**config.mk**
```make
export PLATFORM = sky130hd
export DESIGN_NAME = parking_gate_scheduler
export DESIGN_NICKNAME = d
export VERILOG_FILES = /design/src/rtl/parking_pkg.sv /design/src/rtl/rr_arbiter.sv /design/src/rtl/parking_gate_scheduler.sv
export SDC_FILE = /design/constraint.sdc
export NUM_CORES = 1
export LEC_CHECK = 0
export ABC_AREA = 1
export ABC_CLOCK_PERIOD_IN_PS = 4400
export BUFFER_PORTS_ARGS = -buffer_cell sky130_fd_sc_hd__buf_2
export CAP_MARGIN = 30
export CORE_MARGIN = 5
export CORE_UTILIZATION = 55
export CTS_CLUSTER_DIAMETER = 50
export DETAILED_ROUTE_END_ITERATION = 8
export PLACE_DENSITY_LB_ADDON = 0.15
export SETUP_SLACK_MARGIN = 0.5
export SLEW_MARGIN = 30
export SYNTH_ARGS = -nofsm -noshare
export SYNTH_HDL_FRONTEND = slang
export SYNTH_HIERARCHICAL = 1
export SYNTH_SLANG_ARGS = --single-unit
```
**constraint.sdc**
```tcl
create_clock -name clk -period 4.4 [get_ports clk]
set_input_delay 0.66 -clock clk [delete_from_list [all_inputs] [get_ports clk]]
set_output_delay 0.66 -clock clk [all_outputs]
set_load 0.02 [all_outputs]
```
**src/rtl/parking_pkg.sv**
```systemverilog
// Shared types and constants for the parking gate scheduler.
package parking_pkg;

   typedef enum logic [1:0] {
      IDLE   = 2'd0,
      DECIDE = 2'd1,
      ISSUE  = 2'd2,
      SETTLE = 2'd3
   } state_t;

   typedef enum logic {
      EXIT  = 1'b0,
      ENTRY = 1'b1
   } gate_t;

   localparam int unsigned TOTAL_SPOTS = 700;
   localparam int unsigned UNI_SPOTS   = 100;
   localparam int unsigned COUNT_W     = 10;
   localparam int unsigned DENY_W      = 16;

endpackage

```
**src/rtl/rr_arbiter.sv**
```systemverilog
// Combinational round-robin pick: first set request at or after ptr, wrapping.
module rr_arbiter #(
   parameter  int unsigned N  = 4,
   localparam int unsigned IW = (N > 1) ? $clog2(N) : 1
) (
   input  logic [N-1:0]  req,
   input  logic [IW-1:0] ptr,
   output logic [N-1:0]  grant,
   output logic [IW-1:0] idx,
   output logic          any_valid
);

   logic [IW-1:0] cand;

   always_comb begin
      grant     = '0;
      idx       = '0;
      any_valid = 1'b0;
      cand      = '0;
      for (int unsigned i = 0; i < N; i++) begin
         cand = IW'((32'(ptr) + i) % N);
         if (!any_valid && req[cand]) begin
            any_valid   = 1'b1;
            idx         = cand;
            grant[cand] = 1'b1;
         end
      end
   end

endmodule

```
**src/rtl/parking_gate_scheduler.sv**
```systemverilog
// Serialises gate entry/exit requests into single-cycle occupancy events,
// checking each against counter status and settling before the next pick.
module parking_gate_scheduler #(
   parameter int unsigned NUM_ENTRY     = 2,
   parameter int unsigned NUM_EXIT      = 2,
   parameter int unsigned TOTAL_SPOTS   = parking_pkg::TOTAL_SPOTS,
   parameter int unsigned SETTLE_CYCLES = 2
) (
   input  logic                 clk,
   input  logic                 reset,
   input  logic [NUM_ENTRY-1:0] entry_req,
   input  logic [NUM_ENTRY-1:0] entry_is_uni,
   input  logic [NUM_EXIT-1:0]  exit_req,
   input  logic [NUM_EXIT-1:0]  exit_is_uni,
   output logic [NUM_ENTRY-1:0] entry_grant,
   output logic [NUM_ENTRY-1:0] entry_deny,
   output logic [NUM_EXIT-1:0]  exit_grant,
   output logic [NUM_EXIT-1:0]  exit_deny,
   input  logic [9:0]           parked_car,
   input  logic [9:0]           uni_parked_car,
   input  logic [9:0]           vacated_space,
   input  logic [9:0]           uni_vacated_space,
   output logic                 car_entered,
   output logic                 is_uni_car_entered,
   output logic                 car_exited,
   output logic                 is_uni_car_exited,
   output logic                 busy,
   output logic [15:0]          deny_count
);
   import parking_pkg::*;

   localparam int unsigned NREQ  = NUM_EXIT + NUM_ENTRY;
   localparam int unsigned PW    = (NREQ > 1) ? $clog2(NREQ) : 1;
   localparam logic [9:0]  SPOTS = 10'(TOTAL_SPOTS);

   logic [NREQ-1:0] req_all;
   logic [NREQ-1:0] cls_all;
   logic [NREQ-1:0] arb_grant;
   logic [PW-1:0]   arb_idx;
   logic            arb_any;

   state_t          state;
   logic [PW-1:0]   ptr;
   logic [NREQ-1:0] win_oh;
   gate_t           win_type;
   logic            win_uni;
   logic [2:0]      settle_cnt;
   logic [15:0]     deny_cnt;
   logic            decide_ok_c;

   assign req_all    = {entry_req, exit_req};
   assign cls_all    = {entry_is_uni, exit_is_uni};
   assign deny_count = deny_cnt;

   rr_arbiter #(.N(NREQ)) u_arb (
      .req       (req_all),
      .ptr       (ptr),
      .grant     (arb_grant),
      .idx       (arb_idx),
      .any_valid (arb_any)
   );

   // Admission/exit validity against the counter status; vacancy above capacity means underflow.
   always_comb begin
      decide_ok_c = 1'b0;
      if (win_type == ENTRY) begin
         if (win_uni) decide_ok_c = (uni_vacated_space != 10'd0) && (parked_car < SPOTS);
         else         decide_ok_c = (vacated_space != 10'd0) && (vacated_space <= SPOTS)
                                    && (parked_car < SPOTS);
      end else begin
         if (win_uni) decide_ok_c = (uni_parked_car != 10'd0);
         else         decide_ok_c = (parked_car > uni_parked_car);
      end
   end

   always_ff @(posedge clk or posedge reset) begin
      if (reset) begin
         state              <= IDLE;
         ptr                <= '0;
         win_oh             <= '0;
         win_type           <= EXIT;
         win_uni            <= 1'b0;
         settle_cnt         <= '0;
         deny_cnt           <= '0;
         busy               <= 1'b0;
         entry_grant        <= '0;
         entry_deny         <= '0;
         exit_grant         <= '0;
         exit_deny          <= '0;
         car_entered        <= 1'b0;
         is_uni_car_entered <= 1'b0;
         car_exited         <= 1'b0;
         is_uni_car_exited  <= 1'b0;
      end else begin
         entry_grant        <= '0;
         entry_deny         <= '0;
         exit_grant         <= '0;
         exit_deny          <= '0;
         car_entered        <= 1'b0;
         is_uni_car_entered <= 1'b0;
         car_exited         <= 1'b0;
         is_uni_car_exited  <= 1'b0;
         case (state)
            IDLE: begin
               if (arb_any) begin
                  win_oh   <= arb_grant;
                  win_type <= (arb_idx >= PW'(NUM_EXIT)) ? ENTRY : EXIT;
                  win_uni  <= cls_all[arb_idx];
                  ptr      <= (arb_idx == PW'(NREQ - 1)) ? '0 : PW'(arb_idx + 1'b1);
                  busy     <= 1'b1;
                  state    <= DECIDE;
               end
            end
            // Decision is registered straight into the ack/event outputs seen during ISSUE.
            DECIDE: begin
               state <= ISSUE;
               if (decide_ok_c) begin
                  if (win_type == ENTRY) begin
                     entry_grant        <= win_oh[NREQ-1:NUM_EXIT];
                     car_entered        <= 1'b1;
                     is_uni_car_entered <= win_uni;
                  end else begin
                     exit_grant        <= win_oh[NUM_EXIT-1:0];
                     car_exited        <= 1'b1;
                     is_uni_car_exited <= win_uni;
                  end
               end else begin
                  if (win_type == ENTRY) entry_deny <= win_oh[NREQ-1:NUM_EXIT];
                  else                   exit_deny  <= win_oh[NUM_EXIT-1:0];
                  if (deny_cnt != 16'hFFFF) deny_cnt <= deny_cnt + 16'd1;
               end
            end
            ISSUE: begin
               settle_cnt <= '0;
               state      <= SETTLE;
            end
            SETTLE: begin
               if (settle_cnt == 3'(SETTLE_CYCLES - 1)) begin
                  busy  <= 1'b0;
                  state <= IDLE;
               end else begin
                  settle_cnt <= settle_cnt + 3'd1;
               end
            end
            default: state <= IDLE;
         endcase
      end
   end

endmodule

```
==> impl_metrics.csv, run 1 <==
group,metric,value,unit
critical_path,start_kind,"flop",
place,gp_congestion,0.854,
floorplanning,core_area,0.00547,mm²
synth,yosys.area.top_type,"dfrtp_1",
cells_and_area,seq_area,0.00105,mm²
synth,ys_types,31,
place,dp_hpwl,5300,µm
power,internal_power,959,µW
hold_path,hp-class,"in -> async",
critical_path,cp_max_fo,6,
grt,grt_overflow_total,0,
critical_path,max_stage_delay,500,ps
power,p_leak,0.00197,µW
critical_path,cp_slowest_cell,"dfrtp_1",
cells_and_area,final_cell_mix,"nand2_1 (99), buf_2 (78), inv_1 (60), dfrtp_1 (42), nor2_1 (32)",
critical_path,crit_top_cell,"inv_1",
cells_and_area,area_delta_synth_final,17.4,%
grt,track_usage,19.6,%
synth,synth_flop_cell,"dfrtp_1",
power,power_switching,898,µW
critical_path,reg2regPathDepth,12,
floorplanning,die-area,0.00721,mm²
synth,synth_edf_count,0,
route,ant_nets,0,
place,dp_slack,1830,ps
clocking,ctsHoldBuffers,0,
floorplanning,fp-row-count,27,
clocking,cts_buffers,5,
job,drv_cap,0,
synth,syn_area,0.00309,mm²
place,place_area,0.00352,mm²
synth,yosysSeqAreaShare,34.0,%
route,wl_per_cell,12.1,µm
floorplanning,die_h,84.9,µm
place,io_buffers,78,
sta,timing.final.crit_share,59.2,%
synth,syn-num-nets,483,
route,routed_via_density,5.19,
cells_and_area,diodes,0,
clocking,insertion_delay,300,ps
cells_and_area,final_common_cell,"nand2_1",
cells_and_area,fin_util,66.3,%
sta,min_period,2610,ps
grt,grt_max_degree,33,
sta,finalSetupTns,0,ps
route,drcViolationCount,0,
cells_and_area,n_fill_cell,492,
clocking,clock_path_buffers,2,
power,p_per_area,512,mW/mm²
grt,grt_pass1_vias,2853,
cells_and_area,multi_input_area,0.00173,mm²
critical_path,worstPathCellList,"inv_1, ha_1, inv_1, nand3_1, nand2_1, nor2_1, a21oi_1, nand3_1, inv_1, ha_1, o21ai_0, o21ai_0",
power,switching_share,48.4,%
sta,skew,9.65,ps
sta,final-setup-viol-count,0,
synth,syn_inst,409,
sta,rsz0062_at_grt,"false",
cells_and_area,fin_nets,563,
power,pwr-share-seq,29.4,%
sta,hold_violations,0,
power,power.total,1860,µW
floorplanning,die_w,84.9,µm
critical_path,critPathKind,"reg -> reg",
synth,synth-seq-cells,42,
route,vias,2916,
synth,syn_avg_cell_area,7.55,µm²
clocking,htree_levels,2,
clocking,clk_pin_slew_worst_paths,90,ps
critical_path,worst_setup_path_end_kind,"flop",
sta,fmax,0.384,GHz
grt,grt_antenna_before_repair,0,
clocking,cts_num_sinks,42,
clocking,cts_tree,"built",
clocking,root_buffer,"clkbuf_8",
run_status,status,"finished clean",
power,ir_drop,0.000385,V
cells_and_area,drive_gt1_share,25.1,%
sta,slew_headroom,61.5,%
critical_path,timing.rr.end,"win_type$_DFFE_PP0P_",
synth,synth.area.top_cells,"dfrtp_1 (34%), nand2_1 (12%), ha_1 (9.7%)",
sta,setup_ws,1790,ps
route,wl,6820,µm
floorplanning,initial_core_util,56.4,%
floorplanning,ioPinCount,79,
sta,finalMaxSlewViolations,0,
critical_path,r2r-start,"ptr[1]$_DFFE_PP0P_",
cells_and_area,design_area,0.00363,mm²
power,clkPwrFrac,16.5,%
power,p_comb_share,54.1,%
clocking,cts_resized,0,
synth,synth_top_area_share,34.0,%
grt,grt_pass1_wl,11800,µm
critical_path,crit_start,"ptr[1]$_DFFE_PP0P_",
critical_path,worstPathArrival,2780,ps
critical_path,critical_path_required,4580,ps
clocking,postCtsSetupBuffers,0,
sta,worstMarginPinSlew,577,ps
critical_path,r2r_slack,1790,ps
route,dr.pass1.iters,4,
synth,async_reset_ff_share,100,%
synth,yosysWarnings,6,
route,drtIter0Drc,114,
[flip-flops by register name (all words and copies together), names as in the netlist, 2 cells and up]
| signal | count |
|---|---|
| exit_deny | 2 |
| entry_deny | 2 |
| settle_cnt | 3 |
| entry_grant | 2 |
| win_oh | 4 |
| exit_grant | 2 |
| state | 2 |
| deny_count | 16 |
| ptr | 2 |
[how the worst max path moves through the flow]
stage	slack (ps)	end	cells after the start
finish	1790	win_type$_DFFE_PP0P_	12
global route	1510	ptr[1]$_DFFE_PP0P_	11
CTS	1810	win_type$_DFFE_PP0P_	12
detailed placement	1830	win_type$_DFFE_PP0P_	12
global placement	1910	win_type$_DFFE_PP0P_	12
floorplan	2160	win_type$_DFFE_PP0P_	12
[layout make-up]
type	count	area share (%)
Multi-Input combinational cell	296	47.8
Sequential cell	42	29.0
Timing Repair Buffer	79	11.0
Inverter	65	6.73
Tap cell	72	2.48
Clock buffer	6	2.00
Clock inverter	2	1.04
[power groups by stage]
stage / logic, µW / registers (µW) / clock network (µW)
floorplan: 758 / 576 / 0
global placement: 955 / 550 / 0
detailed placement: 985 / 553 / 0
CTS: 1000 / 546 / 313
global route: 1150 / 558 / 332
finish: 1000 / 546 / 307
[through the flow]
| stage | hold slack [ps] | cells |
|---|---|---|
| global placement | 475 | 554 |
| CTS | 344 | 562 |
| detailed placement | 473 | 554 |
| finish | 331 | 562 |
| global route | 377 | 562 |
| floorplan | 449 | 409 |
[cells by family (layout without fill, tap and decap cells)]
group	after synthesis	in the layout	share of synthesized area, %
flops	42	42	34.0
simple gates	227	227	37.8
buf+inv	71	152	9.85
xor+xnor	6	6	1.70
fa+ha+maj	24	24	9.72
compound gates	39	39	6.85
[per-layer routing]
| layer | GRT usage [%] | up-vias | share of wire (%) |
|---|---|---|---|
| li1 | - | 1494 | - |
| met1 | 25.1 | 1327 | 46 |
| met2 | 32.8 | 88 | 46 |
| met3 | 4.37 | 7 | 7.4 |
| met4 | 6.62 | 0 | 1.2 |
| met5 | 0 | - | 0 |
[cell usage after synthesis, types with 2 or more instances]
| master | count |
|---|---|
| nand2_1 | 99 |
| nor3_1 | 5 |
| dfrtp_1 | 42 |
| nand4_1 | 26 |
| inv_2 | 3 |
| inv_1 | 60 |
| o21ai_1 | 2 |
| xnor2_1 | 3 |
| nand2_2 | 11 |
| nor2_1 | 32 |
| nor2_4 | 6 |
| nor4_1 | 3 |
| nand3_2 | 8 |
| a21oi_1 | 16 |
| nand3_1 | 27 |
| nor2_2 | 2 |
| o21ai_0 | 15 |
| buf_6 | 5 |
| nand3_4 | 2 |
| xor2_1 | 3 |
| a21boi_0 | 4 |
| clkinv_1 | 2 |
| nand2_4 | 2 |
| ha_1 | 24 |
[critical path: cells and delay by family, from the launching register on]
kind / cells / cell delay, ps
flops: 1 / 500
simple gates: 4 / 630
buf+inv: 3 / 390
fa+ha+maj: 2 / 580
compound gates: 3 / 380
Note: power is estimated with default switching activity, not from simulation.
==> run 2: changes to the inputs <==
Settings changed: ABC_AREA 1 to 0, ABC_CLOCK_PERIOD_IN_PS 4400 to 2600, CORE_UTILIZATION 55 to 53.
Clock period 4.4 ns to 2.6 ns, I/O delays scaled along.
==> impl_metrics.csv, run 2 <==
group,metric,value,unit
critical_path,critPathKind,"reg -> reg",
clocking,ctsHoldBuffers,0,
sta,min_period,2510,ps
synth,syn_area,0.00282,mm²
cells_and_area,diodes,0,
synth,syn-num-nets,350,
synth,synth-seq-cells,42,
critical_path,r2r_slack,90,ps
run_status,status,"finished clean",
route,wl,7310,µm
critical_path,r2r-start,"ptr[0]$_DFFE_PP0P_",
floorplanning,ioPinCount,79,
critical_path,cp_max_fo,6,
route,ant_nets,0,
floorplanning,fp-row-count,26,
floorplanning,die-area,0.00687,mm²
power,p_comb_share,62.0,%
route,wl_met1,2940,µm
route,wl_per_cell,16.1,µm
route,dr.pass1.iters,4,
power,switching_share,43.9,%
grt,grt_pass1_wl,11300,µm
power,pwr-share-seq,25.6,%
sta,final-setup-viol-count,0,
synth,synth_edf_count,0,
power,p_per_area,1070,mW/mm²
route,top_layer_used,"met4",
synth,ys_types,47,
cells_and_area,largest_register_ffs,16,
clocking,cts_num_sinks,42,
route,drcViolationCount,0,
power,clkPwrFrac,12.5,%
cells_and_area,final_cell_mix,"buf_2 (70), dfrtp_1 (40), buf_4 (25), inv_1 (17), ha_1 (17)",
critical_path,worst_setup_path_end_kind,"flop",
hold_path,hp-class,"in -> async",
synth,synth.area.top_cells,"dfrtp_1 (37%), ha_1 (11%), xor2_1 (4.7%)",
synth,syn_inst,276,
place,place_area,0.00345,mm²
place,dp_slack,-21.0,ps
grt,grt_overflow_total,0,
power,p_leak,0.00185,µW
sta,slew_headroom,65.1,%
synth,yosys.area.top_type,"dfrtp_1",
floorplanning,initial_core_util,54.8,%
clocking,cts_tree,"built",
job,drv_cap,0,
power,internal_power,2400,µW
synth,syn_avg_cell_area,10.2,µm²
grt,grt_pass1_vias,2549,
clocking,clk_pin_slew_worst_paths,90,ps
sta,hold_violations,0,
synth,yosysSeqAreaShare,37.3,%
place,dp_cells,428,
power,ir_drop,0.000798,V
cells_and_area,fin_nets,458,
synth,synth_top_area_share,37.3,%
route,drtIter0Drc,49,
synth,synth_most_common_cell,"dfrtp_1",
clocking,cts_buffers,5,
critical_path,critical_path_required,2780,ps
cells_and_area,area_delta_synth_final,42.5,%
synth,yosysWarnings,6,
route,met2_length,3850,µm
floorplanning,die_h,82.9,µm
cells_and_area,drive_gt1_share,48.1,%
grt,track_usage,19.5,%
sta,rsz0062_at_grt,"true",
sta,setup_ws,93.2,ps
power,power_switching,1880,µW
clocking,clock_path_buffers,2,
route,dr_wl_met3,359,µm
sta,fmax,0.399,GHz
sta,skew,11.1,ps
grt,grt_max_degree,43,
place,io_buffers,78,
clocking,insertion_delay,290,ps
synth,synth_flop_cell,"dfrtp_1",
route,vias,2568,
synth,synth_commonest_cells,"dfrtp_1 (42), inv_1 (25), ha_1 (24)",
clocking,root_buffer,"clkbuf_8",
route,routed_via_density,5.64,
sta,timing.final.crit_share,96.4,%
critical_path,timing.rr.end,"win_uni$_DFFE_PP0P_",
sta,finalSetupTns,0,ps
synth,async_reset_ff_share,100,%
cells_and_area,fin_cells,455,
critical_path,critical_path.endpoint,"win_uni$_DFFE_PP0P_",
critical_path,crit_start,"ptr[0]$_DFFE_PP0P_",
floorplanning,core_area,0.00514,mm²
sta,finalMaxSlewViolations,0,
critical_path,worstPathArrival,2680,ps
floorplanning,die_w,82.9,µm
sta,worstMarginPinSlew,524,ps
critical_path,reg2regPathDepth,7,
critical_path,start_kind,"flop",
clocking,htree_levels,2,
place,dp_hpwl,5330,µm
cells_and_area,final_common_cell,"buf_2",
grt,grt_antenna_before_repair,0,
cells_and_area,design_area,0.00401,mm²
place,gp_congestion,0.875,
run 2: cell count changes after synthesis, moves of 9 or more:
cell     delta
nor3_1      +9
nand2_1    -85
nand3_1    -17
nand2_2    -11
nor2_1     -21
xor2_1     +12
inv_1      -35
a21oi_1     -9
mux2_2      +9
nand4_1    -16
run 2: repair_timing:
item,4_1_cts,5_1_grt
pin swaps,6,24
setup buffers,11,8
resized for setup,8,58
setup endpoints to repair,19,27
run 2: worst min path at each step:
stage,startpoint,end,slack [ps],cells past startpoint
floorplan,win_oh[2]$_DFFE_PP0P_,entry_deny[0]$_DFF_PP0_,460,1
global placement,deny_count[13]$_DFFE_PP0P_,deny_count[13]$_DFFE_PP0P_,480,1
detailed placement,deny_count[15]$_DFFE_PP0P_,deny_count[15]$_DFFE_PP0P_,490,1
CTS,reset,settle_cnt[0]$_DFFE_PP0P_,230,3
global route,reset,deny_count[10]$_DFFE_PP0P_,270,3
finish,reset,exit_grant[1]$_DFF_PP0_,210,3
run 2: cells by family after synthesis:
kind of cell,count (synthesis),synth area share [%]
buffers and inverters,32,5.15
AND/OR/NAND/NOR,101,21.9
XOR/XNOR,15,4.66
flip-flops,42,37.3
adder cells (fa/ha/maj),24,10.7
multiplexers,15,8.22
AO/OA/AOI/OAI,47,12.1
run 2: per-stage QoR:
stage | hold WS [ps] | util (%) | total power, µW
after floorplan | 462 | - | 2560
after global placement | 476 | 67.1 | 3010
after detailed placement | 494 | 67.1 | 3080
after CTS | 229 | 71.6 | 3850
after global routing | 269 | 78.1 | 4570
final | 212 | 78.1 | 4280
run 2: cell type report:
class	instances	area, µm²
Clock inverter	3	48.8
Timing Repair Buffer	108	706
Multi-Input combinational cell	202	1940
Tap cell	70	87.6
Clock buffer	5	68.8
Fill cell	340	1130
Sequential cell	42	1050
Inverter	25	106
run 2: power groups by stage:
stage | combinational, µW | sequential, µW | clock (µW)
after floorplan | 1400 | 1160 | 0
final | 2650 | 1090 | 533
after CTS | 2230 | 1080 | 536
after global placement | 1920 | 1090 | 0
after detailed placement | 1980 | 1100 | 0
after global routing | 2880 | 1130 | 564
run 2: worst max-delay path, cell delays in order (launching register included):
cell and delay, ps:
dfrtp_2 450, buf_4 200, mux4_2 400, inv_1 150, a21oi_2 90, o31ai_4 290
mux4_2 540, mux2_2 270
run 2: metal layers:
| layer | vias to the layer above | track usage (%) |
|---|---|---|
| met1 | 1247 | 23.8 |
| met5 | - | 0 |
| li1 | 1228 | - |
| met2 | 80 | 35.1 |
| met4 | 0 | 5.20 |
| met3 | 13 | 3.56 |
==> run 3: changes to the inputs <==
Settings changed: CTS_CLUSTER_SIZE set to 14, SYNTH_HIERARCHICAL 1 to not set.
==> impl_metrics.csv, run 3 <==
group,metric,value,unit
synth,ys_types,52,
grt,grt_max_degree,43,
route,drcViolationCount,0,
critical_path,worst_setup_path_end_kind,"flop",
grt,track_usage,19.5,%
cells_and_area,fin_nets,467,
power,p_leak,0.00184,µW
sta,setup_ws,281,ps
synth,syn_inst,297,
synth,yosys.area.top_type,"dfrtp_1",
clocking,clock_path_buffers,2,
sta,fmax,0.431,GHz
sta,final-setup-viol-count,0,
route,vias,2632,
synth,synth.area.top_cells,"dfrtp_1 (38%), ha_1 (9.9%), xnor2_1 (4.7%)",
run_status,status,"finished clean",
sta,min_period,2320,ps
cells_and_area,fin_cells,466,
floorplanning,die-area,0.00681,mm²
route,wl_per_cell,14.2,µm
place,gp_congestion,0.815,
synth,async_reset_ff_share,100,%
grt,grt_overflow_total,0,
hold_path,hp-class,"in -> async",
cells_and_area,largest_register_ffs,16,
synth,yosysWarnings,0,
cells_and_area,fin_util,70.0,%
floorplanning,fp-row-count,26,
grt,grt_antenna_before_repair,0,
sta,worstMarginPinSlew,515,ps
sta,timing.final.crit_share,89.2,%
clocking,cts_tree,"built",
critical_path,start_kind,"flop",
synth,synth-seq-cells,42,
sta,finalSetupTns,0,ps
clocking,insertion_delay,290,ps
power,ir_drop,0.000922,V
floorplanning,core_area,0.00511,mm²
job,drv_cap,0,
floorplanning,ioPinCount,79,
route,drtIter0Drc,139,
grt,grt_pass1_wl,10500,µm
synth,synth_edf_count,0,
sta,slew_headroom,65.3,%
sta,rsz0062_at_grt,"true",
synth,syn_area,0.00279,mm²
cells_and_area,diodes,0,
floorplanning,die_h,82.5,µm
clocking,ctsHoldBuffers,0,
floorplanning,die_w,82.5,µm
critical_path,cp_max_fo,4,
route,routed_via_density,5.65,
synth,syn_avg_cell_area,9.38,µm²
cells_and_area,final_cell_mix,"buf_2 (78), dfrtp_1 (41), inv_1 (26), buf_4 (23), ha_1 (20)",
clocking,htree_levels,2,
synth,synth_flop_cell,"dfrtp_1",
synth,syn-num-nets,369,
route,ant_nets,0,
synth,synth_top_area_share,37.7,%
cells_and_area,final_common_cell,"buf_2",
route,wl,6630,µm
clocking,cts_buffers,5,
grt,grt_pass1_vias,2422,
place,dp_slack,145,ps
place,dp_cells,443,
critical_path,worstPathArrival,2540,ps
power,p_per_area,987,mW/mm²
clocking,cts_num_sinks,42,
critical_path,critPathKind,"reg -> reg",
critical_path,r2r_slack,280,ps
sta,finalMaxSlewViolations,0,
place,io_buffers,78,
synth,yosysSeqAreaShare,37.7,%
critical_path,critical_path_required,2830,ps
critical_path,r2r-start,"ptr[0]$_DFFE_PP0P_",
cells_and_area,drive_gt1_share,33.3,%
synth,synth_commonest_cells,"dfrtp_1 (42), inv_1 (28), ha_1 (22)",
floorplanning,initial_core_util,54.6,%
cells_and_area,area_delta_synth_final,28.3,%
critical_path,reg2regPathDepth,9,
sta,skew,4.68,ps
critical_path,timing.rr.end,"win_uni$_DFFE_PP0P_",
place,dp_hpwl,4880,µm
clocking,clk_pin_slew_worst_paths,80,ps
sta,hold_violations,0,
route,dr.pass1.iters,4,
clocking,root_buffer,"clkbuf_8",
synth,synth_most_common_cell,"dfrtp_1",
-- run 3: cell count changes in the layout (fill, tap and decap cells not counted), moves of 8 or more --
cell	change
buf_6	-10
buf_2	+8
inv_1	+9
xor2_1	-15
xnor2_1	+15
-- run 3: timing repair --
action                     in CTS  in global routing
buffers inserted                6                  9
pin swaps                       6                  8
gates resized for setup         9                 13
setup endpoints to repair       8                 19
-- run 3: kinds of logic after synthesis --
family          count (synthesis)  synth area share, %
compound gates                 64                 16.0
fa+ha+maj                      22                 9.88
flops                          42                 37.7
buf+inv                        40                 6.11
simple gates                  106                 21.1
xor+xnor                       15                 4.72
mux                             8                 4.45
-- run 3: layout make-up --
type | count | area (µm²)
clock inverters | 2 | 13.8
multi-input cells | 215 | 1640
repair buffers | 103 | 598
flip-flops and latches | 42 | 1050
inverters | 28 | 110
well taps | 70 | 87.6
fillers | 403 | 1530
clock buffers | 6 | 72.6
-- run 3: through the flow --
step | power (µW) | area (µm²) | hold WS, ps
global placement | 2620 | 3310 | 473
floorplan | 2240 | 2830 | 453
finish | 3530 | 3570 | 221
detailed placement | 2660 | 3310 | 480
CTS | 3240 | 3470 | 235
global route | 3830 | 3570 | 266
-- run 3: power breakdown --
group	internal (µW)	switching [µW]	total (µW)
registers	817	151	968
clock network	189	218	407
logic	1040	1110	2150
-- run 3: worst max path at each step --
stage	to	slack (ps)	from
after floorplan	win_uni$_DFFE_PP0P_	120	ptr[0]$_DFFE_PP0P_
after global placement	win_uni$_DFFE_PP0P_	210	ptr[0]$_DFFE_PP0P_
after detailed placement	win_uni$_DFFE_PP0P_	140	ptr[0]$_DFFE_PP0P_
after CTS	win_uni$_DFFE_PP0P_	360	ptr[0]$_DFFE_PP0P_
after global routing	win_uni$_DFFE_PP0P_	130	ptr[0]$_DFFE_PP0P_
final	win_uni$_DFFE_PP0P_	280	ptr[0]$_DFFE_PP0P_
-- run 3: critical path, stage by stage, from the launching register on --
cell,delay [ps]
dfrtp_2,440
inv_6,50
ha_4,270
mux4_2,560
nor2b_4,170
buf_4,130
o21ai_1,50
o311a_1,130
a2111o_1,400
nand3_1,70
-- run 3: routing by layer --
metal  global-route usage (%)  part of all wire (%)  up-vias
met5                        0                     0        -
met4                     6.37                   1.2        0
met3                     4.12                   7.4       10
met2                     36.1                    51       86
met1                     22.3                    40     1253
li1                         -                     -     1283
